File: config.mk
export PLATFORM = sky130hd
export DESIGN_NAME = stack_control_unit
export DESIGN_NICKNAME = d
export VERILOG_FILES = /design/src/rtl/stack_control_unit.sv
export SDC_FILE = /design/constraint.sdc
export NUM_CORES = 1
export LEC_CHECK = 0
export ABC_AREA = 1
export CAP_MARGIN = 25
export CORE_MARGIN = 2
export CORE_UTILIZATION = 45
export CTS_BUF_LIST = sky130_fd_sc_hd__clkbuf_4
export CTS_CLUSTER_SIZE = 14
export DETAILED_ROUTE_END_ITERATION = 8
export DONT_BUFFER_PORTS = 1
export PLACE_DENSITY = 0.58
export SYNTH_ARGS = -nofsm -noshare
export SYNTH_HDL_FRONTEND = slang
export SYNTH_SLANG_ARGS = --single-unit
File: constraint.sdc
create_clock -name clk -period 1.5 [get_ports clk]
set_input_delay 0.3 -clock clk [delete_from_list [all_inputs] [get_ports clk]]
set_output_delay 0.3 -clock clk [all_outputs]
set_load 0.05 [all_outputs]
File: src/rtl/stack_control_unit.sv
`default_nettype none
// ============================================================================
//  Module      : stack_control_unit
//  Description : Sequencer for a stack machine. Fetches 16-bit instructions
//                ([15:11] opcode, [10:0] immediate), decodes them and issues
//                one-cycle stack/temp strobes to the datapath. Every output is
//                taken straight from a flop.
//  Ports       : clk, reset (async, active-high)
//                start                 - pulse, (re)starts fetching at pc=0
//                instr_req/pc          - fetch request and address
//                instr/instr_valid     - fetched word, sampled while instr_req=1
//                pilha_en/wren         - stack strobe, 1=push 0=pop
//                controle_pilha        - push source: 0=din_UC, 1=ALU result
//                load_temp1/2, temp_en - temp register capture of tos
//                opcode, din_UC        - ALU opcode and sign-extended immediate
//                busy/halted/error     - status flags
//  Option      : `define STACK_GUARD_EN adds a stack depth counter that blocks
//                overflowing/underflowing instructions and flags error.
//  Revision    : 1.0 - initial release
// ============================================================================
module stack_control_unit #(
    parameter int PC_W  = 8,
    parameter int DEPTH = 16
) (
    input  logic            clk,
    input  logic            reset,
    input  logic            start,
    output logic            instr_req,
    output logic [PC_W-1:0] pc,
    input  logic [15:0]     instr,
    input  logic            instr_valid,
    output logic            pilha_en,
    output logic            wren,
    output logic            controle_pilha,
    output logic            load_temp1,
    output logic            load_temp2,
    output logic            temp_en,
    output logic [4:0]      opcode,
    output logic [15:0]     din_UC,
    output logic            busy,
    output logic            halted,
    output logic            error
);

    localparam logic [4:0] c_OP_NOP  = 5'b00000;
    localparam logic [4:0] c_OP_PUSH = 5'b00001;
    localparam logic [4:0] c_OP_POP  = 5'b00010;
    localparam logic [4:0] c_OP_HALT = 5'b11111;

    typedef enum logic [3:0] {
        S_IDLE   = 4'd0,
        S_FETCH  = 4'd1,
        S_DECODE = 4'd2,
        S_PUSH   = 4'd3,
        S_POP    = 4'd4,
        S_POP_A  = 4'd5,
        S_POP_B  = 4'd6,
        S_EXEC   = 4'd7,
        S_HALT   = 4'd8
    } state_t;

    // Binary ALU operations consume two operands, so the stack must be at
    // least two deep for the depth guard to make sense.
    generate
        if (DEPTH < 2) begin : g_depth_check
            $error("stack_control_unit: DEPTH must be at least 2");
        end
    endgenerate

    state_t            state_q, state_d;
    logic [PC_W-1:0]   pc_q, pc_d;
    logic [15:0]       instr_q, instr_d;
    logic              error_q, error_d;
    logic              instr_req_q, instr_req_d;
    logic              pilha_en_q, pilha_en_d;
    logic              wren_q, wren_d;
    logic              controle_pilha_q, controle_pilha_d;
    logic              load_temp1_q, load_temp1_d;
    logic              load_temp2_q, load_temp2_d;
    logic              temp_en_q, temp_en_d;
    logic [4:0]        opcode_q, opcode_d;
    logic [15:0]       din_uc_q, din_uc_d;
    logic              busy_q, busy_d;
    logic              halted_q, halted_d;

    logic              push_block, pop_block, alu_block;
    logic [4:0]        dec_op;
    logic              dec_alu;

`ifdef STACK_GUARD_EN
    localparam int DEPTH_W = $clog2(DEPTH + 1);
    logic [DEPTH_W-1:0] depth_q, depth_d;

    assign push_block = (depth_q == DEPTH_W'(DEPTH));
    assign pop_block  = (depth_q == '0);
    assign alu_block  = (depth_q < DEPTH_W'(2));

    // Depth moves when a stack strobe is about to be issued, i.e. on entry
    // to a strobing state, so DECODE always sees the fully settled depth.
    always_comb begin
        depth_d = depth_q;
        case (state_d)
            S_PUSH, S_EXEC:         depth_d = depth_q + DEPTH_W'(1);
            S_POP, S_POP_A, S_POP_B: depth_d = depth_q - DEPTH_W'(1);
            default:                depth_d = depth_q;
        endcase
    end
`else
    assign push_block = 1'b0;
    assign pop_block  = 1'b0;
    assign alu_block  = 1'b0;
`endif

    assign dec_op  = instr_q[15:11];
    assign dec_alu = (dec_op[4] == 1'b0) && (dec_op[3:2] != 2'b00);  // 00100..01111

    always_comb begin
        state_d = state_q;
        pc_d    = pc_q;
        instr_d = instr_q;
        error_d = error_q;

        case (state_q)
            S_IDLE, S_HALT: begin
                if (start) begin
                    state_d = S_FETCH;
                    pc_d    = '0;
                    error_d = 1'b0;
                end
            end
            S_FETCH: begin
                if (instr_valid) begin
                    instr_d = instr;
                    pc_d    = pc_q + PC_W'(1);
                    state_d = S_DECODE;
                end
            end
            S_DECODE: begin
                state_d = S_FETCH;
                if (dec_op == c_OP_NOP) begin
                    state_d = S_FETCH;
                end else if (dec_op == c_OP_PUSH) begin
                    if (push_block) error_d = 1'b1;
                    else            state_d = S_PUSH;
                end else if (dec_op == c_OP_POP) begin
                    if (pop_block)  error_d = 1'b1;
                    else            state_d = S_POP;
                end else if (dec_alu) begin
                    if (alu_block)  error_d = 1'b1;
                    else            state_d = S_POP_A;
                end else if (dec_op == c_OP_HALT) begin
                    state_d = S_HALT;
                end else begin
                    error_d = 1'b1;   // illegal opcode behaves as NOP
                end
            end
            S_PUSH, S_POP, S_EXEC: state_d = S_FETCH;
            S_POP_A:               state_d = S_POP_B;
            S_POP_B:               state_d = S_EXEC;
            default:               state_d = S_IDLE;
        endcase

        // Outputs are decoded from the next state so that they can be
        // registered and still line up with the state they describe.
        instr_req_d      = (state_d == S_FETCH);
        pilha_en_d       = (state_d == S_PUSH) || (state_d == S_POP) ||
                           (state_d == S_POP_A) || (state_d == S_POP_B) ||
                           (state_d == S_EXEC);
        wren_d           = (state_d == S_PUSH) || (state_d == S_EXEC);
        controle_pilha_d = (state_d == S_EXEC);
        temp_en_d        = (state_d == S_POP_A) || (state_d == S_POP_B);
        load_temp1_d     = (state_d == S_POP_A);
        load_temp2_d     = (state_d == S_POP_B);
        busy_d           = (state_d != S_IDLE) && (state_d != S_HALT);
        halted_d         = (state_d == S_HALT);
        opcode_d         = (pilha_en_d || state_d == S_DECODE) ? instr_d[15:11] : 5'd0;
        din_uc_d         = (state_d == S_PUSH) ? {{5{instr_d[10]}}, instr_d[10:0]} : 16'd0;
    end

    always_ff @(posedge clk or posedge reset) begin
        if (reset) begin
            state_q          <= S_IDLE;
            pc_q             <= '0;
            instr_q          <= '0;
            error_q          <= 1'b0;
            instr_req_q      <= 1'b0;
            pilha_en_q       <= 1'b0;
            wren_q           <= 1'b0;
            controle_pilha_q <= 1'b0;
            load_temp1_q     <= 1'b0;
            load_temp2_q     <= 1'b0;
            temp_en_q        <= 1'b0;
            opcode_q         <= '0;
            din_uc_q         <= '0;
            busy_q           <= 1'b0;
            halted_q         <= 1'b0;
`ifdef STACK_GUARD_EN
            depth_q          <= '0;
`endif
        end else begin
            state_q          <= state_d;
            pc_q             <= pc_d;
            instr_q          <= instr_d;
            error_q          <= error_d;
            instr_req_q      <= instr_req_d;
            pilha_en_q       <= pilha_en_d;
            wren_q           <= wren_d;
            controle_pilha_q <= controle_pilha_d;
            load_temp1_q     <= load_temp1_d;
            load_temp2_q     <= load_temp2_d;
            temp_en_q        <= temp_en_d;
            opcode_q         <= opcode_d;
            din_uc_q         <= din_uc_d;
            busy_q           <= busy_d;
            halted_q         <= halted_d;
`ifdef STACK_GUARD_EN
            depth_q          <= depth_d;
`endif
        end
    end

    assign instr_req      = instr_req_q;
    assign pc             = pc_q;
    assign pilha_en       = pilha_en_q;
    assign wren           = wren_q;
    assign controle_pilha = controle_pilha_q;
    assign load_temp1     = load_temp1_q;
    assign load_temp2     = load_temp2_q;
    assign temp_en        = temp_en_q;
    assign opcode         = opcode_q;
    assign din_UC         = din_uc_q;
    assign busy           = busy_q;
    assign halted         = halted_q;
    assign error          = error_q;

endmodule
`default_nettype wire

* After elaboration in Yosys (flattened, before gate mapping)
Index checks and enable logic that the tools add are counted.
Cells by class: reduce and logical (&&, ||, !) cells 19, add/subtract/negate cells 1, multiply operators 0, div/mod/pow operators 0, eq/ne operators 27, order comparisons 0, bitwise logic cells 1, shift operators 0, multiplexer cells 22
Operators by type and width (number):
- 2-to-1 mux 16 bit | 3
- == test 4 x 3 -> 1 bit (second input constant) | 8
- 2-to-1 mux 4 bit | 7
- case mux 4 bit (6 select lines) | 1
- == test 4 x 2 -> 1 bit (second input constant) | 4
- 2-to-1 mux 8 bit | 2
- case mux 8 bit (2 select lines) | 1
- != test 2 bit (second input constant) | 7
- adder 8 x 1 -> 8 bit (second input constant) | 1
- == test 4 x 1 -> 1 bit (second input constant) | 2
- == test 4 bit (second input constant) | 2
- logical OR 1 bit | 7
- AND reduction 7 bit | 1
- 2-to-1 mux 1 bit | 6
- nonzero test 2 bit | 3
- == test 5 x 1 -> 1 bit (second input constant) | 1
- == test 5 x 2 -> 1 bit (second input constant) | 1
- == test 5 bit (second input constant) | 1
- zero test 5 bit | 1
- 2-to-1 mux 5 bit | 1
- zero test 4 bit | 1
- != test 4 bit (second input constant) | 1
- nonzero test 4 bit | 1
- AND reduction 3 bit | 1
- 5 further kinds | 6
Word-level totals: word-level logic and storage cells 85, memories 0, latch bits 0, bits in writable memories 0, bits in read-only memories 0, register bits 59

* Longest topological paths before layout
Gate-level depths: netlist of run 1.
depth in word-level cells 14, mapped depth 9, mapped depth without buffers 9

* Least setup slack after synthesis of run 1
OpenSTA, ideal clock, no wires.
kind reg-to-reg, from reg pc_q[0] (netlist: pc[0]), to reg pc_q[2] (netlist: pc[2]), library setup time 0.123 ns, slack 0.065 ns, data arrival time 1.312 ns, data required time 1.377 ns, clock period less this slack 1.435 ns, stages on the path, launching flop included 5, cell sequence dfrtp_1 ha_1 or2_2 nand3_1 o21ai_1
On the way: longest elaborated chain between the ends 3
Ends and longest elaborated chain:
- start: declaration | RTL line 71 | logic [PC_W-1:0] pc_q, pc_d;
- start signal: assignment | RTL line 202 | pc_q <= pc_d;
- adder 8 x 1 -> 8 bit | RTL line 134 | pc_d = pc_q + PC_W'(1);
- 2-to-1 mux 8 bit | RTL line 132 | if (instr_valid) begin
- case mux 8 bit (2 select lines) | RTL line 123 | case (state_q)
No other way between the ends. The select of a mux whose other input is x is not followed. A chain may end at the register's enable or synchronous reset.

==> results of run 1 <==
stage by stage:
| stage | hold slack, ns | TNS [ns] |
|---|---|---|
| after detailed placement | 0.198 | 0 |
| after floorplan | 0.368 | 0 |
| after CTS | 0.0182 | 0 |
| final | 0.0367 | 0 |
| after global placement | 0.201 | 0 |
| after global routing | 0.0103 | -0.0455 |
registers in the layout, summed over array words and instances (netlist names):
name,cells
pilha_en,1
busy,1
load_temp2,1
pc,8
halted,1
controle_pilha,1
temp_en,1
error,1
din_UC,11
instr_q,16
wren,1
opcode,5
load_temp1,1
instr_req,1
state_q,4
power groups by stage:
stage | combinational (mW) | clock (mW) | sequential (mW)
detailed placement | 1.55 | 0 | 2.50
CTS | 1.56 | 0.875 | 2.47
floorplan | 1.13 | 0 | 2.53
global placement | 1.53 | 0 | 2.50
global route | 1.79 | 0.933 | 2.52
finish | 1.55 | 0.829 | 2.47
cell usage in the layout (no fill, tap or decap):
| cell type | instances |
|---|---|
| nand2_1 | 98 |
| inv_1 | 52 |
| dfrtp_1 | 52 |
| nor2_1 | 14 |
| nand3_1 | 14 |
| buf_4 | 13 |
| o21ai_1 | 7 |
| nand4_1 | 7 |
| a21oi_1 | 6 |
| clkbuf_4 | 5 |
| o21ai_0 | 4 |
| nor2_2 | 4 |
| nor2_4 | 2 |
| or2_2 | 2 |
| clkinvlp_4 | 2 |
| dfrtp_2 | 2 |
| buf_12 | 2 |
| inv_2 | 1 |
| nand3_4 | 1 |
| inv_6 | 1 |
| nand3_2 | 1 |
| nor3_1 | 1 |
| nand2_2 | 1 |
| o21bai_1 | 1 |
| ha_1 | 1 |
| inv_8 | 1 |
| bufinv_16 | 1 |
| dlygate4sd3_1 | 1 |
worst max-delay path by stage:
stage,to,depth (start not counted)
4_1_cts,din_UC[10],1
6_report,din_UC[10],1
3_5_place_dp,opcode[2]$_DFF_PP0_,6
5_1_grt,opcode[2]$_DFF_PP0_,7
2_1_floorplan,pc[2]$_DFFE_PP0P_,4
3_3_place_gp,opcode[1]$_DFF_PP0_,6
metal layers:
metal / up-vias / GRT usage (%) / share of wire [%]
met5: - / 0 / 0
met4: 0 / 6.91 / 1.6
met3: 9 / 4.98 / 5.5
met2: 35 / 26.4 / 47
met1: 798 / 20.5 / 46
li1: 870 / - / -
timing repair:
item,CTS,global route
hold buffers,1,0
resized for setup,0,4
setup endpoints to repair,0,18
hold endpoints to repair,17,0
final cells by class:
type / instances / share of cell area, %
multi-input combinational: 164 / 28.1
inverter: 55 / 8.19
sequential: 54 / 51.5
clock inverter: 3 / 1.86
tap: 70 / 3.33
timing repair buffer: 16 / 5.62
clock buffer: 5 / 1.43
logic make-up after synthesis:
| family | share of synthesized area, % |
|---|---|
| buf+inv | 12.0 |
| flops | 57.1 |
| fa+ha+maj | 0.528 |
| simple gates | 26.5 |
| compound gates | 3.91 |
==> flow_summary.yaml, run 1 <==
status:
  status: "finished clean"
power_and_ir_drop:
  power.total_mw: 4.85
  p_leak_nw: 1.57
  internal-power_mw: 2.70
  power_frac_comb_pct: 31.9
  power.density_nw_per_um2: 1840
  ir_drop_mv: 0.866
  swShare_pct: 44.2
  p_sw_mw: 2.14
  p_seq_share_pct: 50.9
  power_frac_clock_pct: 17.1
cts:
  cts_sinks: 54
  clockBufferDepth: 2
  cts_tree: "done"
  h-tree-depth: 2
  cts_root_buf: "clkbuf_4"
  path_clk_slew_ns: 0.17
  insertion_delay_ns: 0.38
  cts_inserted_buffers: 5
  cts_setup_buffers: 0
detailed_routing:
  remaining_drc_errors: 0
  vias: 1712
  avgViaCountPerCell: 4.66
  wl_per_cell_microns: 11.8
  finalWirelength_microns: 4330
  drtIter0Drc: 76
  final_antenna_net_count: 0
  drtPass1Iterations: 7
synth:
  syn_nets: 303
  synth_top_area_cell: "dfrtp_1"
  async_reset_ff_share_pct: 100
  synth_most_common_cell: "nand2_1"
  syn_area_sq_um: 2370
  yosys.area.top_type_share_pct: 57.1
  synth.area.top_cells: "dfrtp_1 (57%), nand2_1 (16%), inv_1 (8.4%), nand3_1 (3.0%), nor2_1 (2.2%)"
  synth-seq-area-share_pct: 57.1
  ys_types: 23
  postSynthCellCount: 282
  synth_area_per_cell_sq_um: 8.40
  ys.flop_type: "dfrtp_1"
  synth-seq-cells: 54
  synth_edf_count: 0
  yosysWarningCount: 0
  synth_common_cells: "nand2_1 (98), dfrtp_1 (54), inv_1 (53)"
critical_path:
  path_buf_inv: 1
  cp.required_ns: 1.20
  path_cells: "buf_12"
  crit_type: "flop to primary output"
  critPathLaunchType: "flop"
  reg2reg_to: "opcode[2]$_DFF_PP0_"
  worstPathArrival_ns: 1.12
  critPathLaunch: "din_UC[14]$_DFF_PP0_"
  crit_slowest_cell: "dfrtp_2"
  timing.rr.start: "state_q[1]$_DFF_PP0_"
  crit_family: "flip-flops"
  crit_path_max_incr_delay_ns: 0.41
  reg2reg_depth: 7
  reg2reg_slack_ns: 0.12
  critPathMaxFanout: 6
  end_kind: "primary output"
finish:
  nNetsFinal: 317
  num_antenna_cells: 0
  multi_input_area_sq_um: 738
  seq_area_sq_um: 1350
  final_core_util_pct: 51.5
  num-fill-cells: 513
  final_cell_area_sq_um: 2630
  drive_gt1_share_pct: 13.1
  area_growth_pct: 11.0
  final-instance-count-excl-fill: 367
min_path:
  whs_path_depth: 2
  hold_path.class: "input port to flop"
  worstHoldEndpoint: "instr_q[5]$_DFF_PP0_"
  min_from: "instr[5]"
sta:
  timing.fmax_mhz: 705
  fin_crit_ns: 1.42
  slew-limit-headroom_pct: 64.2
  setup_violations: 0
  fin_skew_ns: 0.0139
  post-route-period-util_pct: 94.6
  finalWorstSetupSlack_ns: 0.0807
  finalHoldViolCount: 0
  tightest_slew_ns: 0.536
  slew_violations: 0
  grt_setup_unrepaired: "yes"
placement:
  gp_congestion: 0.768
  dp_cells: 358
  dp_slack_ns: 0.0866
  hpwl_microns: 3150
  port-buffer-count: 0
  placed_cell_area_sq_um: 2520
global_routing:
  antenna_found_initial: 0
  grtUsageTotal_pct: 16.4
  grt_pass1_wl_microns: 7560
  grt_pass1_vias: 1645
  gr-total-overflow: 0
  grt_max_degree: 27
floorplan:
  die_w_microns: 76.6
  initial_core_util_pct: 46.4
  die_area_sq_um: 5860
  rows: 26
  die_y_microns: 76.6
  num_io_pins: 59
  core_region_area_sq_um: 5110
flow_run:
  maxCapViolCount: 0
Power figures use the tool's default switching activity.
==> run 2, diff against run 1 <==
Settings changed: REMOVE_ABC_BUFFERS set to 1, SKIP_CTS_REPAIR_TIMING set to 1.
==> flow_summary.yaml, run 2 (same netlist as run 1, synthesis figures left out) <==
min_path:
  hold_path.class: "input port to flop"
  whs_path_depth: 2
sta:
  fin_setup_tns_ns: 0
  finalWorstSetupSlack_ns: 0.0920
  setup_violations: 0
  finalHoldViolCount: 0
  slew_violations: 0
  tightest_slew_ns: 0.470
  slew-limit-headroom_pct: 68.7
  timing.fmax_mhz: 710
  fin_crit_ns: 1.41
  grt_setup_unrepaired: "no"
  fin_skew_ns: 0.0106
  post-route-period-util_pct: 93.9
flow_run:
  maxCapViolCount: 0
critical_path:
  crit_family: "flip-flops"
  end_kind: "primary output"
  reg2reg_depth: 7
  cp-endpoint: "din_UC[10]"
  worstPathArrival_ns: 1.11
  crit_cells: 1
  crit_type: "flop to primary output"
  reg2reg_to: "opcode[3]$_DFF_PP0_"
  cp.required_ns: 1.20
  path_cells: "buf_12"
  critPathLaunchType: "flop"
  timing.rr.start: "state_q[0]$_DFF_PP0_"
  critPathLaunch: "din_UC[14]$_DFF_PP0_"
  crit_slowest_cell: "dfrtp_2"
  reg2reg_slack_ns: 0.12
  critPathMaxFanout: 6
  crit_path_max_incr_delay_ns: 0.41
  path_buf_inv: 1
floorplan:
  die_y_microns: 76.6
  die_area_sq_um: 5860
  core_region_area_sq_um: 5110
  num_io_pins: 59
  initial_core_util_pct: 46.4
  die_w_microns: 76.6
  rows: 26
status:
  status: "finished clean"
power_and_ir_drop:
  ir_drop_mv: 0.813
  power.density_nw_per_um2: 1840
  p_leak_nw: 1.58
finish:
  area_growth_pct: 10.7
  drive_gt1_share_pct: 13.1
  largest_register: "instr_q"
  largest_register_ffs: 16
  nNetsFinal: 318
  final_cell_mix: "nand2_1 (98), dfrtp_1 (53), inv_1 (52)"
  final_common_cell: "nand2_1"
  num-fill-cells: 489
  num_antenna_cells: 0
detailed_routing:
  drtPass1Iterations: 4
  wl_per_cell_microns: 12.0
  vias: 1691
  finalWirelength_microns: 4410
  avgViaCountPerCell: 4.60
  drtIter0Drc: 75
  final_antenna_net_count: 0
  remaining_drc_errors: 0
cts:
  insertion_delay_ns: 0.37
  cts_inserted_buffers: 5
  clockBufferDepth: 2
  cts_sinks: 54
  cts_root_buf: "clkbuf_4"
  cts_tree: "done"
  path_clk_slew_ns: 0.15
  h-tree-depth: 2
placement:
  hpwl_microns: 3170
  gp_congestion: 0.811
  dp_slack_ns: 0.0611
  port-buffer-count: 0
global_routing:
  grt_pass1_vias: 1621
  grtUsageTotal_pct: 16.3
  gr-total-overflow: 0
  grt_pass1_wl_microns: 7570
  grt_max_degree: 55
  antenna_found_initial: 0
[run 2: worst reg2reg max path, stage by stage (launching register included)]
cell and delay, ns:
dfrtp_1 0.46, inv_2 0.08, nor2_4 0.16, nand3_4 0.15, nand2_1 0.11, nor2_2 0.07, buf_4 0.16, a21oi_1 0.13
[run 2: how the worst min path moves through the flow]
stage	slack (ns)	endpoint	from
floorplan	0.43	instr_q[0]$_DFF_PP0_	instr[0]
global placement	0.26	pc[5]$_DFFE_PP0P_	reset
detailed placement	0.26	pc[5]$_DFFE_PP0P_	reset
CTS	-0.17	din_UC[3]$_DFF_PP0_	reset
global route	0.02	instr_q[3]$_DFF_PP0_	instr[3]
finish	0.05	instr_q[2]$_DFF_PP0_	instr[2]
[run 2: through the flow]
stage	std cells	util, %	hold WS, ns	cell area, sq um	power [mW]
after floorplan	273	-	0.429	2290	3.60
after CTS	367	51.0	-0.174	2600	4.89
final	368	51.3	0.0484	2620	4.83
after global placement	359	49.5	0.260	2530	4.05
after detailed placement	359	49.5	0.261	2530	4.08
after global routing	368	51.3	0.0210	2620	5.22
[run 2: layout make-up]
class	instances	area, sq um	area share [%]
tap	70	87.6	3.34
multi-input combinational	164	738	28.1
sequential	54	1350	51.6
timing repair buffer	17	155	5.92
clock inverter	3	40.0	1.53
inverter	55	211	8.06
clock buffer	5	37.5	1.43
[run 2: metal layers]
metal  up-vias  global-route usage, %  wire length [microns]
met4         0                   5.45                     68
li1        876                      -                      -
met3         7                   4.86                    239
met5         -                      0                      0
met2        47                   26.0                   1980
met1       761                   21.4                   2130
[run 2: power by group]
group          switching [mW]  total [mW]  internal, mW
sequential              0.622        2.46          1.84
clock                   0.444       0.790         0.346
combinational            1.07        1.58         0.519
